[config.mk]
export PLATFORM = sky130hd
export DESIGN_NAME = sprite_blitter
export DESIGN_NICKNAME = d
export VERILOG_FILES = /design/src/rtl/sprite_pkg.sv /design/src/rtl/sprite_anim_seq.sv /design/src/rtl/sprite_blitter.sv
export SDC_FILE = /design/constraint.sdc
export NUM_CORES = 1
export LEC_CHECK = 0
export CORE_ASPECT_RATIO = 1.25
export CORE_UTILIZATION = 48
export CTS_CLUSTER_DIAMETER = 200
export DETAILED_ROUTE_END_ITERATION = 16
export PLACE_DENSITY = 0.85
export SLEW_MARGIN = 0
export SYNTH_ARGS = -nofsm -noshare
export SYNTH_HDL_FRONTEND = slang
export SYNTH_SLANG_ARGS = --single-unit
[constraint.sdc]
create_clock -name vga_clk -period 2 [get_ports vga_clk]
set_input_delay 0.6 -clock vga_clk [delete_from_list [all_inputs] [get_ports vga_clk]]
set_output_delay 0.6 -clock vga_clk [all_outputs]
set_load 0.01 [all_outputs]
[src/rtl/sprite_pkg.sv]
// Shared types and helpers for the sprite blitter.
//   rgb12_t      : packed {r[3:0], g[3:0], b[3:0]} colour
//   SCREEN_W/H   : visible raster size
//   box_span_hit : clipped 11-bit span test, coord in [origin, origin+span)
package sprite_pkg;

    typedef logic [11:0] rgb12_t;

    localparam int unsigned SCREEN_W = 640;
    localparam int unsigned SCREEN_H = 480;

    // The end is computed one bit wider so a box running off the raster never wraps to 0.
    function automatic logic box_span_hit(input logic [10:0] coord,
                                          input logic [10:0] origin,
                                          input logic [10:0] span);
        logic [11:0] w_end;
        w_end = {1'b0, origin} + {1'b0, span};
        return (coord >= origin) && ({1'b0, coord} < w_end);
    endfunction

endpackage

[src/rtl/sprite_anim_seq.sv]
// Animation sequencer: divides frame_tick pulses by FRAME_TICKS and steps a
// wrapping frame counter.
//   i_clk, i_rst_n  : clock, asynchronous active-low reset
//   i_anim_en       : enable counting (0 freezes both counters)
//   i_restart       : force tick and frame counters to 0 (highest priority)
//   i_frame_tick    : one-cycle pulse per video frame
//   o_frame         : current animation frame
module sprite_anim_seq #(
    parameter int unsigned N_FRAMES    = 4,
    parameter int unsigned FRAME_TICKS = 8,
    localparam int unsigned FRAME_W    = (N_FRAMES > 1) ? $clog2(N_FRAMES) : 1,
    localparam int unsigned TICK_W     = (FRAME_TICKS > 1) ? $clog2(FRAME_TICKS) : 1
) (
    input  logic               i_clk,
    input  logic               i_rst_n,
    input  logic               i_anim_en,
    input  logic               i_restart,
    input  logic               i_frame_tick,
    output logic [FRAME_W-1:0] o_frame
);

    logic [TICK_W-1:0]  r_tick;
    logic [TICK_W-1:0]  w_tick_nxt;
    logic [FRAME_W-1:0] r_frame;
    logic [FRAME_W-1:0] w_frame_nxt;

    always_comb begin
        w_tick_nxt  = r_tick;
        w_frame_nxt = r_frame;
        if (i_restart) begin
            w_tick_nxt  = '0;
            w_frame_nxt = '0;
        end else if (i_frame_tick && i_anim_en) begin
            if (r_tick == TICK_W'(FRAME_TICKS - 1)) begin
                w_tick_nxt  = '0;
                // With N_FRAMES == 1 the compare is always true, pinning the frame at 0.
                w_frame_nxt = (r_frame == FRAME_W'(N_FRAMES - 1)) ? '0
                                                                  : r_frame + FRAME_W'(1);
            end else begin
                w_tick_nxt = r_tick + TICK_W'(1);
            end
        end
    end

    always_ff @(posedge i_clk or negedge i_rst_n) begin
        if (!i_rst_n) begin
            r_tick  <= '0;
            r_frame <= '0;
        end else begin
            r_tick  <= w_tick_nxt;
            r_frame <= w_frame_nxt;
        end
    end

    assign o_frame = r_frame;

endmodule

[src/rtl/sprite_blitter.sv]
// Positioned, scaled, flippable, animated sprite renderer composited over a
// background colour. Fixed 3-cycle latency from DrawX/DrawY to RGB.
//   vga_clk, reset_n        : pixel clock, asynchronous active-low reset
//   DrawX, DrawY, blank     : raster position, 1 = active video
//   bg_rgb                  : background colour aligned with DrawX
//   pos_x, pos_y, flip_h    : sprite placement and horizontal mirror
//   anim_en, anim_restart,
//   frame_tick              : animation control
//   rom_address / rom_q     : external sprite ROM (1-cycle read latency)
//   pal_index / pal_rgb     : external combinational palette
//   red, green, blue, hit   : registered pixel output, opaque-sprite flag
//   cur_frame               : current animation frame
module sprite_blitter
    import sprite_pkg::*;
#(
    parameter int unsigned SPR_W           = 32,
    parameter int unsigned SPR_H           = 32,
    parameter int unsigned SCALE_LOG2      = 1,
    parameter int unsigned N_FRAMES        = 4,
    parameter int unsigned IDX_BITS        = 3,
    parameter int unsigned TRANSPARENT_IDX = 0,
    parameter int unsigned FRAME_TICKS     = 8,
    localparam int unsigned ADDR_W         = $clog2(SPR_W * SPR_H * N_FRAMES),
    localparam int unsigned FRAME_W        = (N_FRAMES > 1) ? $clog2(N_FRAMES) : 1
) (
    input  logic                vga_clk,
    input  logic                reset_n,
    input  logic [9:0]          DrawX,
    input  logic [9:0]          DrawY,
    input  logic                blank,
    input  logic [11:0]         bg_rgb,
    input  logic [9:0]          pos_x,
    input  logic [9:0]          pos_y,
    input  logic                flip_h,
    input  logic                anim_en,
    input  logic                anim_restart,
    input  logic                frame_tick,
    output logic [ADDR_W-1:0]   rom_address,
    input  logic [IDX_BITS-1:0] rom_q,
    output logic [IDX_BITS-1:0] pal_index,
    input  logic [11:0]         pal_rgb,
    output logic [3:0]          red,
    output logic [3:0]          green,
    output logic [3:0]          blue,
    output logic                hit,
    output logic [FRAME_W-1:0]  cur_frame
);

    localparam int unsigned TX_W = (SPR_W > 1) ? $clog2(SPR_W) : 1;
    localparam int unsigned TY_W = (SPR_H > 1) ? $clog2(SPR_H) : 1;

    localparam logic [10:0]       BOX_W    = 11'(SPR_W << SCALE_LOG2);
    localparam logic [10:0]       BOX_H    = 11'(SPR_H << SCALE_LOG2);
    localparam logic [ADDR_W-1:0] FRAME_SZ = ADDR_W'(SPR_W * SPR_H);
    localparam logic [ADDR_W-1:0] ROW_SZ   = ADDR_W'(SPR_W);

    // Animation sequencer
    sprite_anim_seq #(
        .N_FRAMES    (N_FRAMES),
        .FRAME_TICKS (FRAME_TICKS)
    ) u_anim_seq (
        .i_clk        (vga_clk),
        .i_rst_n      (reset_n),
        .i_anim_en    (anim_en),
        .i_restart    (anim_restart),
        .i_frame_tick (frame_tick),
        .o_frame      (cur_frame)
    );

    // Stage 0: box test and texel coordinates
    logic [10:0]     w_dx, w_dy, w_px, w_py;
    logic [10:0]     w_offx, w_offy;
    logic            w_inbox;
    logic [TX_W-1:0] w_tx_raw, w_tx;
    logic [TY_W-1:0] w_ty;

    assign w_dx    = {1'b0, DrawX};
    assign w_dy    = {1'b0, DrawY};
    assign w_px    = {1'b0, pos_x};
    assign w_py    = {1'b0, pos_y};
    assign w_inbox = box_span_hit(w_dx, w_px, BOX_W) && box_span_hit(w_dy, w_py, BOX_H);

    // Offsets are only meaningful inside the box; outside, the address is forced to 0.
    assign w_offx   = w_dx - w_px;
    assign w_offy   = w_dy - w_py;
    assign w_tx_raw = TX_W'(w_offx >> SCALE_LOG2);
    assign w_ty     = TY_W'(w_offy >> SCALE_LOG2);
    assign w_tx     = flip_h ? (TX_W'(SPR_W - 1) - w_tx_raw) : w_tx_raw;

    // Stage 1 registers (edge 1)
    logic               r1_inbox, r1_blank;
    rgb12_t             r1_bg;
    logic [TX_W-1:0]    r1_tx;
    logic [TY_W-1:0]    r1_ty;
    logic [FRAME_W-1:0] r1_frame;

    always_ff @(posedge vga_clk or negedge reset_n) begin
        if (!reset_n) begin
            r1_inbox <= 1'b0;
            r1_blank <= 1'b0;
            r1_bg    <= '0;
            r1_tx    <= '0;
            r1_ty    <= '0;
            r1_frame <= '0;
        end else begin
            r1_inbox <= w_inbox;
            r1_blank <= blank;
            r1_bg    <= bg_rgb;
            r1_tx    <= w_tx;
            r1_ty    <= w_ty;
            r1_frame <= cur_frame;
        end
    end

    logic [ADDR_W-1:0] w_addr;

    assign w_addr      = ADDR_W'(r1_frame) * FRAME_SZ + ADDR_W'(r1_ty) * ROW_SZ
                       + ADDR_W'(r1_tx);
    assign rom_address = r1_inbox ? w_addr : '0;

    // Stage 2 registers (edge 2, alongside the ROM read)
    logic   r2_inbox, r2_blank;
    rgb12_t r2_bg;

    always_ff @(posedge vga_clk or negedge reset_n) begin
        if (!reset_n) begin
            r2_inbox <= 1'b0;
            r2_blank <= 1'b0;
            r2_bg    <= '0;
        end else begin
            r2_inbox <= r1_inbox;
            r2_blank <= r1_blank;
            r2_bg    <= r1_bg;
        end
    end

    assign pal_index = rom_q;

    // Output compositing (edge 3)
    logic   w_opaque;
    rgb12_t r_rgb;
    logic   r_hit;

    assign w_opaque = r2_inbox && (rom_q != IDX_BITS'(TRANSPARENT_IDX));

    always_ff @(posedge vga_clk or negedge reset_n) begin
        if (!reset_n) begin
            r_rgb <= '0;
            r_hit <= 1'b0;
        end else if (!r2_blank) begin
            r_rgb <= '0;
            r_hit <= 1'b0;
        end else if (w_opaque) begin
            r_rgb <= pal_rgb;
            r_hit <= 1'b1;
        end else begin
            r_rgb <= r2_bg;
            r_hit <= 1'b0;
        end
    end

    assign red   = r_rgb[11:8];
    assign green = r_rgb[7:4];
    assign blue  = r_rgb[3:0];
    assign hit   = r_hit;

endmodule

# Word level (Yosys, flattened, before mapping)
# Cells that the tools add are included.
# classes
addsub	9
magnitude_cmp	4
eq_ne	2
muxes	13
n_reduce_logical	9
# ops
operator	n
two-way mux 12 bit	3
adder 10 x 7 -> 11 bit (second input constant)	2
less-than comparator 10 x 11 -> 1 bit	2
>= comparator 10 bit	2
adder 12 x 10 -> 12 bit	1
adder 12 x 5 -> 12 bit	1
subtractor 6 bit	2
two-way mux 3 bit	3
two-way mux 2 bit	4
logical AND 1 bit	5
two-way mux 5 bit	1
subtractor 5 bit (first input constant)	1
nonzero test 2 bit	2
adder 3 x 1 -> 3 bit (second input constant)	1
equality test 3 bit (second input constant)	1
nonzero test 3 bit	1
adder 2 x 1 -> 2 bit (second input constant)	1
equality test 2 bit (second input constant)	1
two-way mux 1 bit	2
AND reduction 2 bit	1
# totals
reg_bits	58
inputBits	74
output_inout_bits	30
elab_cells	50

# Logic depth before layout (Yosys ltp)
# logic_depth
ltp_word	5
depth_mapped	9
ltp_nobuf	9

# Hierarchy
# From an unflattened synthesis, not the netlist that was laid out.
# hier_totals
hier_cells	275
area_unflattened_um2	2946.6
# modules_own_cells
module	instances	cells_each	area_per_inst_um2	seq_area_each_um2
sprite_blitter	1	251	2657.5	1326.3
sprite_anim_seq	1	24	289.0	125.1

# Least setup slack after synthesis
# Ideal clock, no wire load.
# synth_timing
path_type	in2reg
start	input pos_x[6]
end	register r1_inbox
arrival_time_ns	2.113
required_ns	1.933
path_slack_ns	-0.180
stages	8
path_buffers	0
cell_sequence	ha_1 xnor2_1 ha_1 a41oi_1 o21ai_0 a221oi_1 o311ai_0 and4bb_2
# synth_via
elab_chain_cells	4
elab_cells_between_ends	5
classes_between	add/sub: 1; order compare: 2; reduce/logical: 2
# synth_rtl
item	line_no	text
start, declared	sprite_blitter.sv:32	input logic [9:0] pos_x,
adder 10 x 7 -> 11 bit	sprite_pkg.sv:17	w_end = {1'b0, origin} + {1'b0, span};
less-than comparator 10 x 11 -> 1 bit	sprite_pkg.sv:18	return (coord >= origin) && ({1'b0, coord} < w_end);
logical AND 1 bit (*)	sprite_pkg.sv:18	
logical AND 1 bit (*)	sprite_blitter.sv:81	assign w_inbox = box_span_hit(w_dx, w_px, BOX_W) && box_span_hit(w_dy, w_py, BOX_H);
net w_inbox	sprite_blitter.sv:73	logic w_inbox;
end signal, assigned	sprite_blitter.sv:106	r1_inbox <= w_inbox;
end, declared	sprite_blitter.sv:91	logic r1_inbox, r1_blank;
# The timed path passes the listed nets; every way through them passes the cells marked *.
# A chain may end at the register's enable or synchronous reset.

# Final worst setup path
# layout_timing
start	input rom_q[0]
end	output pal_index[0]
# layout_lines
item	line_no	text
start, declared	sprite_blitter.sv:39	input logic [IDX_BITS-1:0] rom_q,
end, declared	sprite_blitter.sv:40	output logic [IDX_BITS-1:0] pal_index,
# No word-level cell between the ends.

==> run summary <==
=====================================================================================================
Largest family of logic cells by synthesized area                                         adder cells
Arrival time of the worst setup path                                                          1350 ps
Sort of element at the start of the critical path                                           input pin
Part of the power in the clock network                                                          34.3%
Number of synthesized register bits                                                                58
Global-route congestion overflow total                                                              0
Area of the die                                                                              6390 um2
Post-synthesis share of cell area spent on and, or, nand and nor gates                          11.3%
Path type of the worst setup path                                                              in2out
Internal power                                                                                2290 uW
Net Sw Power                                                                                   809 uW
Antenna-violating nets left                                                                         0
Clock sink count                                                                                   58
Ys flop type                                                                             sky130_fd_sc_hd__dfrtp_1
Hold/Removal Path Class                                                                      in2async
Endpoint kind of the worst setup timing path                                             primary output
Vertical extent of the die                                                                    89.2 um
Instance count of the mapped netlist                                                              270
Initial antenna violation count                                                                     0
Ratio of final minimum period to clock period                                                   97.7%
Mux cell area share after synthesis                                                            0.343%
Horizontal die dimension                                                                      71.7 um
Final hold violations                                                                               0
Leading post-synthesis cells by cell area                                                sky130_fd_sc_hd__dfrtp_1 (50%), sky130_fd_sc_hd__ha_1 (14%), sky130_fd_sc_hd__xnor2_1 (4.2%)
Number of buffers added on ports                                                                  103
I/O pin count                                                                                     104
Starting utilization of the core area                                                           50.1%
Max-Cap Viols                                                                                       0
Maximum number of pins on one net before global-route repair                                       59
Layout cells sized above 1                                                                      25.4%
CP Depth                                                                                            2
Insertion delay of the later-clocked pin in the worst-skew pair                                330 ps
Max stage delay cell, worst path                                                         sky130_fd_sc_hd__clkdlybuf4s50_1
First-pass detailed-route iteration total                                                           4
Sequential element share of the synthesized area                                                49.8%
WP buf/inv                                                                                          2
Mapped Avg Cell Area                                                                         10.8 um2
YS warnings                                                                                         0
Number of levels in the clock H-tree                                                                3
Nets@finish                                                                                       522
Leading area contributor after synthesis                                                 sky130_fd_sc_hd__dfrtp_1
Count of routing violations after the opening detailed-route iteration                             99
Vias per std cell                                                                                5.25
Worst Tran Pin Value                                                                           452 ps
Sum of negative setup slack                                                                      0 ps
Area fraction in compound gates after synthesis                                                 13.0%
Sw frac                                                                                         26.1%
Critical-path maximum fanout                                                                        2
Xor-xnor portion of the synthesized cell area                                                   4.80%
Synthesized cell area                                                                        2920 um2
Cell breakdown of the critical path                                                      clkdlybuf4s50_1 -> dlygate4sd2_1
Maximum VDD drop                                                                             0.449 mV
Post-route DRC                                                                                      0
Time the worst path needs with I/O delays and setup                                           1950 ps
Number of synthesized flops with an enable pin                                                      0
Total placed instance area                                                                   4290 um2
Count of distinct cell types in the synthesized netlist                                            39
GP Congestion                                                                                   0.863
End-of-flow core utilization                                                                    81.8%
DPL Wire Length                                                                               5490 um
Nets in the synthesized netlist                                                                   379
Number of fillers in the final layout                                                             324
Detail-routed net length per standard cell                                                    15.9 um
Total of endpoints with negative setup slack in the final report                                    0
# rows                                                                                             31
Portion of synthesized cell area occupied by the leading cell type                              49.8%
Max Slew Vio Count                                                                                  0
Hold Buf Count CTS                                                                                  0
Worst endpoint required time                                                                  1400 ps
Buffers from clock root to sink, at most                                                            2
Post-synthesis share of cell area spent on full adders, half adders and majority gates          15.5%
Max Clock Skew                                                                                4.88 ps
Fraction of power consumed by sequential logic                                                  41.8%
Power density over the cells                                                               652 nW/um2
CP top delay family                                                                      buffers and inverters
Run status                                                                                  completed
Vias                                                                                            2,542
Total wirelength of the detailed-routed design                                                7700 um
First-pass GRT wire length                                                                  11,500 um
Relative max-transition margin                                                                  69.8%
Crit path largest cell delay                                                                   480 ps
Ranking of synthesized cells by instance count                                           sky130_fd_sc_hd__dfrtp_1 (58), sky130_fd_sc_hd__ha_1 (33), sky130_fd_sc_hd__inv_1 (30), sky130_fd_sc_hd__nand2_1 (28)
Reg2Reg Depth                                                                                       6
Core area                                                                                    5820 um2
Peak Freq                                                                                   0.512 GHz
Gr usage total                                                                                  23.8%
Share of async-settable or async-resettable flops after synthesis                                100%
Dominant cell by count in the synthesized netlist                                        sky130_fd_sc_hd__dfrtp_1
Via count of the first global-routing pass                                                      2,583
Total clock buffers created by CTS                                                                  9
Antenna diode count                                                                                 0
Root buf cell                                                                            sky130_fd_sc_hd__clkbuf_8
Leakage Power                                                                              0.00238 uW
Area of all placed cells without fillers                                                     4760 um2
Area overhead of the layout relative to synthesis                                               63.2%
Power share of the combinational group                                                          23.9%
Clk slew on worst S/H paths                                                                     60 ps
TritonCTS clock tree                                                                            built
=====================================================================================================
-- sequential cells by signal, summed over array words and instances (netlist names) --
register,cells
r1_ty,5
r1_inbox,1
r1_tx,5
r_rgb,12
r2_blank,1
r2_inbox,1
u_anim_seq.o_frame,2
u_anim_seq.r_tick,3
r1_blank,1
r2_bg,12
hit,1
r1_frame,2
r1_bg,12
-- power by group through the flow --
stage | Combinational (uW) | Clock, uW | Sequential [uW]
6_report | 742 | 1060 | 1300
5_1_grt | 813 | 1150 | 1300
4_1_cts | 661 | 1090 | 1300
3_5_place_dp | 656 | 0 | 1320
3_3_place_gp | 631 | 0 | 1310
2_1_floorplan | 282 | 0 | 1310
-- stage by stage --
step / hold WS [ps] / setup WS (ps) / total power [uW] / instances
after CTS: 261 / -209 / 3040 / 483
after global routing: 279 / -19.3 / 3260 / 484
final: 267 / 45.6 / 3100 / 484
after global placement: 333 / -723 / 1940 / 465
after floorplan: 304 / -92.8 / 1600 / 270
after detailed placement: 336 / -794 / 1970 / 465
-- worst paths after layout --
path                                                     endpoint  slack [ps]                              from
worst max-delay path                                 pal_index[0]          50                          rom_q[0]
worst min-delay path                           r_rgb[6]$_DFF_PN0_         270                           reset_n
worst max register to register  u_anim_seq.o_frame[0]$_DFFE_PN0P_         610  u_anim_seq.r_tick[0]$_DFFE_PN0P_
worst min register to register                r2_bg[10]$_DFF_PN0_         350               r1_bg[10]$_DFF_PN0_
max in group asynchronous                      r1_inbox$_DFF_PN0_        1470                           reset_n
min in group vga_clk                          r2_bg[10]$_DFF_PN0_         350               r1_bg[10]$_DFF_PN0_
-- cells by family after synthesis --
| family | Yosys count |
|---|---|
| compound gates | 55 |
| xor+xnor | 16 |
| fa+ha+maj | 35 |
| buf+inv | 38 |
| flops | 58 |
| mux | 1 |
| simple gates | 67 |
-- cells in the final DEF, fill, tap and decap left out, types with 5 or more instances in the layout --
master / n
sky130_fd_sc_hd__nor2_1: 7
sky130_fd_sc_hd__a21oi_1: 10
sky130_fd_sc_hd__clkdlybuf4s50_1: 60
sky130_fd_sc_hd__ha_4: 12
sky130_fd_sc_hd__clkbuf_8: 10
sky130_fd_sc_hd__inv_2: 10
sky130_fd_sc_hd__dlymetal6s2s_1: 18
sky130_fd_sc_hd__dfrtp_1: 57
sky130_fd_sc_hd__and2_1: 14
sky130_fd_sc_hd__a21boi_0: 12
sky130_fd_sc_hd__buf_4: 33
sky130_fd_sc_hd__dlygate4sd2_1: 14
sky130_fd_sc_hd__nand2_1: 28
sky130_fd_sc_hd__nand3_1: 6
sky130_fd_sc_hd__xnor2_1: 10
sky130_fd_sc_hd__clkbuf_2: 5
sky130_fd_sc_hd__ha_1: 18
sky130_fd_sc_hd__inv_1: 20
-- layer usage --
layer	part of all wire (%)	track usage, %	vias up
li1	-	-	1202
met1	35	24.3	1205
met2	56	44.3	106
met3	5.1	5.86	29
met4	3.7	13.5	0
met5	0	0	-
-- what timing repair did --
item                                    CTS  global route
pin swaps                                10            31
resized for setup                        30            76
buffers inserted                          2             1
endpoints found under the setup margin   16             6
-- cell type report --
| cell class | count | area (um2) | area share, % |
|---|---|---|---|
| clock buffer | 10 | 138 | 2.89 |
| multi-input combinational | 174 | 1570 | 33.1 |
| sequential | 58 | 1450 | 30.5 |
| tap | 66 | 82.6 | 1.74 |
| clock inverter | 6 | 66.3 | 1.39 |
| timing repair buffer | 140 | 1330 | 28.0 |
| inverter | 30 | 113 | 2.37 |
Note: power is estimated with default switching activity, not from simulation.
